`src/rtl/neander_mem_if.sv`:
```
// rtl/neander_mem_if.sv - request/acknowledge bus between the Neander datapath and its memory
interface neander_mem_if;
  logic       req;
  logic       we;
  logic [7:0] addr;
  logic [7:0] wdata;
  logic [7:0] rdata;
  logic [7:0] rem;
  logic       ack;
  logic       busy;

  modport master (output req, we, addr, wdata, input rdata, rem, ack, busy);
  modport slave  (input req, we, addr, wdata, output rdata, rem, ack, busy);
endinterface

```
`src/rtl/neander_mem.sv`:
```
// rtl/neander_mem.sv - 256x8 memory responder with REM/RDM latches and configurable wait states
module neander_mem #(
  parameter int unsigned WAIT_STATES = 1
) (
  input  logic         clock,
  input  logic         nreset,
  neander_mem_if.slave bus
);

  typedef enum logic [1:0] {IDLE, WAIT, XFER, DONE} state_t;

  localparam logic [1:0] WS = WAIT_STATES[1:0];

  state_t     state, state_nx;
  logic [1:0] cnt;
  logic [7:0] rem_q;
  logic [7:0] wreg;
  logic [7:0] rdata_q;
  logic       we_l;
  logic       capture;
  logic [7:0] mem [256];

  if (WAIT_STATES > 3) begin : g_ws_check
    $error("neander_mem: WAIT_STATES must be in 0..3");
  end

  // DONE accepts a fresh request on its closing edge, giving back-to-back accesses
  assign capture = bus.req && ((state == IDLE) || (state == DONE));

  always_ff @(posedge clock or negedge nreset) begin
    if (!nreset) state <= IDLE;
    else         state <= state_nx;
  end

  always_comb begin
    state_nx = state;
    case (state)
      IDLE, DONE: begin
        if (bus.req) state_nx = (WS != 2'd0) ? WAIT : XFER;
        else         state_nx = IDLE;
      end
      WAIT:    if (cnt == 2'd1) state_nx = XFER;
      XFER:    state_nx = DONE;
      default: state_nx = IDLE;
    endcase
  end

  always_ff @(posedge clock or negedge nreset) begin
    if (!nreset) begin
      rem_q   <= 8'h00;
      wreg    <= 8'h00;
      we_l    <= 1'b0;
      cnt     <= 2'd0;
      rdata_q <= 8'h00;
    end else begin
      if (capture) begin
        rem_q <= bus.addr;
        wreg  <= bus.wdata;
        we_l  <= bus.we;
        cnt   <= WS;
      end else if (state == WAIT) begin
        cnt <= cnt - 2'd1;
      end
      if ((state == XFER) && !we_l) rdata_q <= mem[rem_q];
    end
  end

  // array has no reset so its contents survive nreset
  always_ff @(posedge clock) begin
    if (nreset && (state == XFER) && we_l) mem[rem_q] <= wreg;
  end

  assign bus.rdata = rdata_q;
  assign bus.rem   = rem_q;
  assign bus.ack   = (state == DONE);
  assign bus.busy  = (state != IDLE);

endmodule

```
`src/flat_wrapper.sv`:
```
// flat-port wrapper written by rule: the top's interface ports become plain ports
module neander_mem_flat 
#(
  parameter int unsigned WAIT_STATES = 1
)
  (clock, nreset, bus_req, bus_we, bus_addr, bus_wdata, bus_rdata, bus_rem, bus_ack, bus_busy);
  neander_mem_if bus_i ();
  input  logic clock;
  input  logic nreset;
  input wire logic [$bits(bus_i.req)-1:0] bus_req;
  input wire logic [$bits(bus_i.we)-1:0] bus_we;
  input wire logic [$bits(bus_i.addr)-1:0] bus_addr;
  input wire logic [$bits(bus_i.wdata)-1:0] bus_wdata;
  output wire logic [$bits(bus_i.rdata)-1:0] bus_rdata;
  output wire logic [$bits(bus_i.rem)-1:0] bus_rem;
  output wire logic [$bits(bus_i.ack)-1:0] bus_ack;
  output wire logic [$bits(bus_i.busy)-1:0] bus_busy;
  assign bus_i.req = bus_req;
  assign bus_i.we = bus_we;
  assign bus_i.addr = bus_addr;
  assign bus_i.wdata = bus_wdata;
  assign bus_rdata = bus_i.rdata;
  assign bus_rem = bus_i.rem;
  assign bus_ack = bus_i.ack;
  assign bus_busy = bus_i.busy;
  neander_mem #(.WAIT_STATES(WAIT_STATES)) u_core (.clock(clock), .nreset(nreset), .bus(bus_i));
endmodule
```
`config.mk`:
```
export PLATFORM = sky130hd
export DESIGN_NAME = neander_mem_flat
export DESIGN_NICKNAME = d
export VERILOG_FILES = /design/src/rtl/neander_mem_if.sv /design/src/rtl/neander_mem.sv /design/src/flat_wrapper.sv
export SDC_FILE = /design/constraint.sdc
export NUM_CORES = 2
export LEC_CHECK = 0
export CAP_MARGIN = 15
export CORE_MARGIN = 3
export CORE_UTILIZATION = 50
export CTS_CLUSTER_SIZE = 20
export DETAILED_ROUTE_END_ITERATION = 10
export DONT_BUFFER_PORTS = 1
export GPL_ROUTABILITY_DRIVEN = 1
export PLACE_DENSITY = 0.73
export SKIP_CTS_REPAIR_TIMING = 1
export SLEW_MARGIN = 20
export SYNTH_ARGS = -nofsm -noshare
export SYNTH_HDL_FRONTEND = slang
export SYNTH_SLANG_ARGS = --single-unit
```
`constraint.sdc`:
```
create_clock -name clock -period 5.2 [get_ports clock]
set_input_delay 1.04 -clock clock [delete_from_list [all_inputs] [get_ports clock]]
set_output_delay 1.04 -clock clock [all_outputs]
set_load 0.005 [all_outputs]
```
======== After elaboration in Yosys (flattened, before gate mapping) ========
Memory sizes are Yosys's and may differ from the RTL's. A register that Yosys moved wholly into a read port is not among the register bits.
Index checks and enable logic that the tools add are counted.
operators by class
  $add $sub $neg .......................... 1
  equality and inequality tests ........... 5
  muxes and demuxes ....................... 7
  reductions and logical operators ........ 11
operator list
  operator                                          count
  two-way mux 2 bit                                 3
  one-hot mux 2 bit (3 select lines)                1
  == test 2 x 1 -> 1 bit, second input constant     2
  == test 2 bit, second input constant              2
  logical AND 1 bit                                 4
  nonzero test 2 bit                                2
  two-way mux 1 bit                                 3
  logical NOT 1 bit                                 2
  logical NOT 2 bit                                 1
  != test 2 x 1 -> 1 bit, second input constant     1
  OR reduction 2 bit                                1
  subtractor 2 x 1 -> 2 bit, second input constant  1
  logical OR 1 bit                                  1
word-level totals
  register bits after elaboration ......... 21
  memory bits (writable) .................. 2048
  memories kept ........................... 1
memories
  name        words  bits a word  rd ports  clocked after memory_dff  wr ports  RTL line           text
  u_core.mem  256    8            1         1                         1         neander_mem.sv:21  logic [7:0] mem [256];

======== Longest topological paths before layout ========
  word-level depth ........................ 5
  depth in mapped cells ................... 14
  mapped depth without buffers ............ 8

======== Worst setup path before layout ========
Ideal clock, no wire load.
  kind .................................... reg-to-reg
  start point ............................. reg u_core.wreg[0]
  end point ............................... mem u_core.mem[0][0] (data pin)
  data arrival time ....................... 3.181 ns
  required time ........................... 4.397 ns
  path slack .............................. 1.216 ns
  cell stages (with the launch flop) ...... 1
  path buffers ............................ 0
  period minus slack after synthesis ...... 3.984 ns
  path through ............................ dfrtp_1
RTL lines
  item                      RTL line           text
  start: declaration        neander_mem.sv:17  logic [7:0] wreg;
  start signal: assignment  neander_mem.sv:58  wreg <= bus.wdata;
  end: declaration          neander_mem.sv:21
No word-level cell before the write port.

==> run_results.csv <==
group,metric,value,unit
routing,vias_per_cell,6.446,
final_layout,syn_to_final_growth,11.16,%
pwr,max-vdd-ir-drop,0.0004751,V
sta,fin_skew,0.04297,ns
sta,holdWs,0.04060,ns
sta,rsz0062_at_grt,"false",
hold_path,hp-class,"input pin to asynchronous set/reset pin",
setup_path,rrSetupSlack,0.90,ns
sta,fmaxAchievable,232.6,MHz
final_layout,final_cell_mix,"edfxtp_1, mux4_2, nor2_1, clkbuf_16, mux2i_1",
sta,setup_slack,0.9016,ns
pwr,p_leak,27.84,nW
yosys,netlist-cell-type-count,60,
pwr,switching_share,0.3245,
setup_path,slowest_stage,"dfrtp_4",
global_routing,first_global_vias,39580,
sta,slew_headroom,0.1462,
pwr,netSwitchingPower,16.64,mW
setup_path,crit_required,5.85,ns
pwr,p_per_area,569.7,mW/mm^2
yosys,synthSimpleGateAreaFrac,0.02579,
clocking,htreeDepth,4,
yosys,ys_ff_latch,2077,
placed_design,port-buffer-count,0,
yosys,synthesis.nets,3837,
final_layout,final_area,0.09002,mm^2
placed_design,place_inst,5856,
yosys,ys_seq_area_frac,0.7684,
routing,routedWlPerCell,31.62,um
pwr,intPower,34.64,mW
yosys,netlist.area_leader.share,0.7594,
yosys,synth_xor_xnor_area_share,0.0001081,
floorplanning,die_w,408.5,um
floorplanning,row_count,147,
final_layout,nFillCells,11660,
setup_path,cp-start-kind,"flip-flop",
yosys,synth_ff_type,"edfxtp_1",
yosys,yosys.area.top_type,"edfxtp_1",
pwr,p_total,51.28,mW
yosys,ys_warn_count,0,
yosys,synth_top_family_by_area,"multiplexers",
sta,setup_violations,0,
floorplanning,start_util,0.5038,
clocking,clk_pin_slew,0.06,ns
yosys,synth_area_per_cell,21.24,um^2
sta,worst_pin_slew,1.281,ns
floorplanning,io_pins,38,
clocking,clockBufferDepth,3,
final_layout,register_area,0.06227,mm^2
outcome,outcome,"complete, no violations",
clocking,clock-sinks,2077,
global_routing,grt_max_degree,217,
routing,drt_iter0_markers,5822,
final_layout,nets,3923,
final_layout,multi_input_area,0.01729,mm^2
sta,setup_tns,0,ns
setup_path,crit_path_start,"u_core.bus.rem[0]",
global_routing,grt_pass1_wl,285800,um
setup_path,crit_arrival,4.95,ns
routing,drtAntennaViolNets,0,
clocking,numCtsBuffers,198,
routing,first_pass_iters,6,
routing,drc,0,
yosys,synthAdderAreaFrac,0.0007725,
setup_path,crit_fanout,43,
yosys,synth.area.mux_share,0.1567,
clocking,root_buffer,"clkbuf_16",
placed_design,dpl-instance-area,0.08350,mm^2
final_layout,postLayoutCoreUtil,0.5600,
job,max_cap_violations,0,
yosys,synth-edff-count,2048,
floorplanning,die_h,408.5,um
setup_path,critPathMaxStageDelay,1.06,ns
setup_path,crit_path_end_kind,"flip-flop",
yosys,synth-compound-area-share,0.02925,
floorplanning,core_area,0.1608,mm^2
sta,period_share,0.8266,
yosys,ys_top_cells_by_area,"edfxtp_1, mux4_2, mux2i_1, nor2_1, dfrtp_1",
yosys,synthCells,3812,
routing,route.final.wire_length,197100,um
setup_path,worstSetupPathType,"flip-flop to flip-flop",
sta,hold_violations,0,
pwr,clock_power_share,0.280,
placed_design,hpwl,117200,um
sta,period_needed,4.298,ns
setup_path,r2r-start,"u_core.bus.rem[0]",
sta,slew_viol_final,0,
final_layout,layout_commonest_cell,"edfxtp_1",
yosys,async_flop_share,0.01396,
placed_design,place_ws,0.8059,ns
global_routing,grtUsageTotal,0.2355,
pwr,pwr-share-seq,0.432,
placed_design,gp_congestion,0.8577,
setup_path,critical_path.cell_chain,"buf_12, buf_4, mux2i_1, nand2_1, nand4_1, o21ai_0, a221o_1, o21ai_0, a41oi_1",
clocking,cts_tree,"yes",
routing,vias,40180,
yosys,synthesis.area,0.08098,mm^2
global_routing,antenna_found_initial,10,
pwr,pwr-share-comb,0.288,
global_routing,gr-total-overflow,0,
floorplanning,die_area,0.1668,mm^2
clocking,clock_latency,0.85,ns
final_layout,final_cells,6233,
final_layout,drive_above_1_share,0.2261,
setup_path,cp_common_cell,"o21ai_0",
-- power by group through the flow --
stage,clock network (mW),registers [mW],logic [mW]
floorplan,0,23.2,8.96
global placement,0,22.4,14.4
detailed placement,0,22.5,14.6
CTS,14.5,22.1,14.7
global route,15.1,22.2,15.5
finish,14.3,22.2,14.8
-- flip-flops by register name, summed over array words and instances (netlist names) --
name,cells
u_core.bus.rdata,8
u_core.we_l,1
u_core.bus.rem,8
u_core.wreg,8
u_core.cnt,2
u_core.mem,2048
u_core.state,2
-- cells in the mapped netlist, drive strengths merged, types with 6 or more instances --
master   instances
a211oi          17
a21oi           30
a22o            14
a22oi           80
a311oi           6
a31oi           14
and3             7
buf            172
clkbuf          64
dfrtp           29
edfxtp        2048
mux2            48
mux2i          182
mux4           456
nand2           58
nand2b          11
nand3           31
nand4           13
nor2           264
nor2b           22
nor3            30
nor4             9
o2111ai         11
o211ai          10
o21ai           22
o221ai          14
o22a            15
o22ai           69
o32ai            6
or3              8
-- critical path: cells and delay by family, from the launching register on --
kind	cells	cell delay (ns)
DFF	1	1.06
muxes	1	0.23
AOI/OAI and AO/OA	4	1.56
buffers and inverters	2	0.87
and+or+nand+nor	2	0.26
-- metal layers --
metal	vias up	wire (um)	global-route usage	share of wire
met5	-	78	0	0.00040
met4	12	7853	0.09090	0.040
met3	420	21710	0.06257	0.11
met2	2516	93190	0.3577	0.47
met1	21080	74250	0.3297	0.38
li1	16150	-	-	-
-- cells by family (layout without fill, tap and decap cells) --
kind of cell	count (synthesis)	count (layout)
flops	2077	2077
mux	686	686
simple gates	471	471
compound gates	330	330
buf+inv	242	499
fa+ha+maj	5	5
xor+xnor	1	1
other cells	0	4
-- path summary, 6_finish.rpt --
| path | to | cells after the start |
|---|---|---|
| setup / recovery | u_core.bus.rdata[3] | 9 |
| hold / removal | u_core.wreg[7] | 1 |
| setup reg to reg | u_core.bus.rdata[3] | 9 |
| hold reg to reg | u_core.cnt[0] | 2 |
| max in group asynchronous | u_core.bus.rem[0] | 1 |
| min in group clock | u_core.we_l | 1 |
-- final cells by class --
| class | count | area share |
|---|---|---|
| antenna | 4 | 0.0001112 |
| clock buffer | 256 | 0.05954 |
| clock inverter | 115 | 0.01215 |
| inverter | 6 | 0.0002502 |
| multi-input combinational | 1493 | 0.1921 |
| sequential | 2077 | 0.6918 |
| tap | 2160 | 0.03002 |
| timing repair buffer | 122 | 0.01409 |
Note: power is estimated with default switching activity, not from simulation.
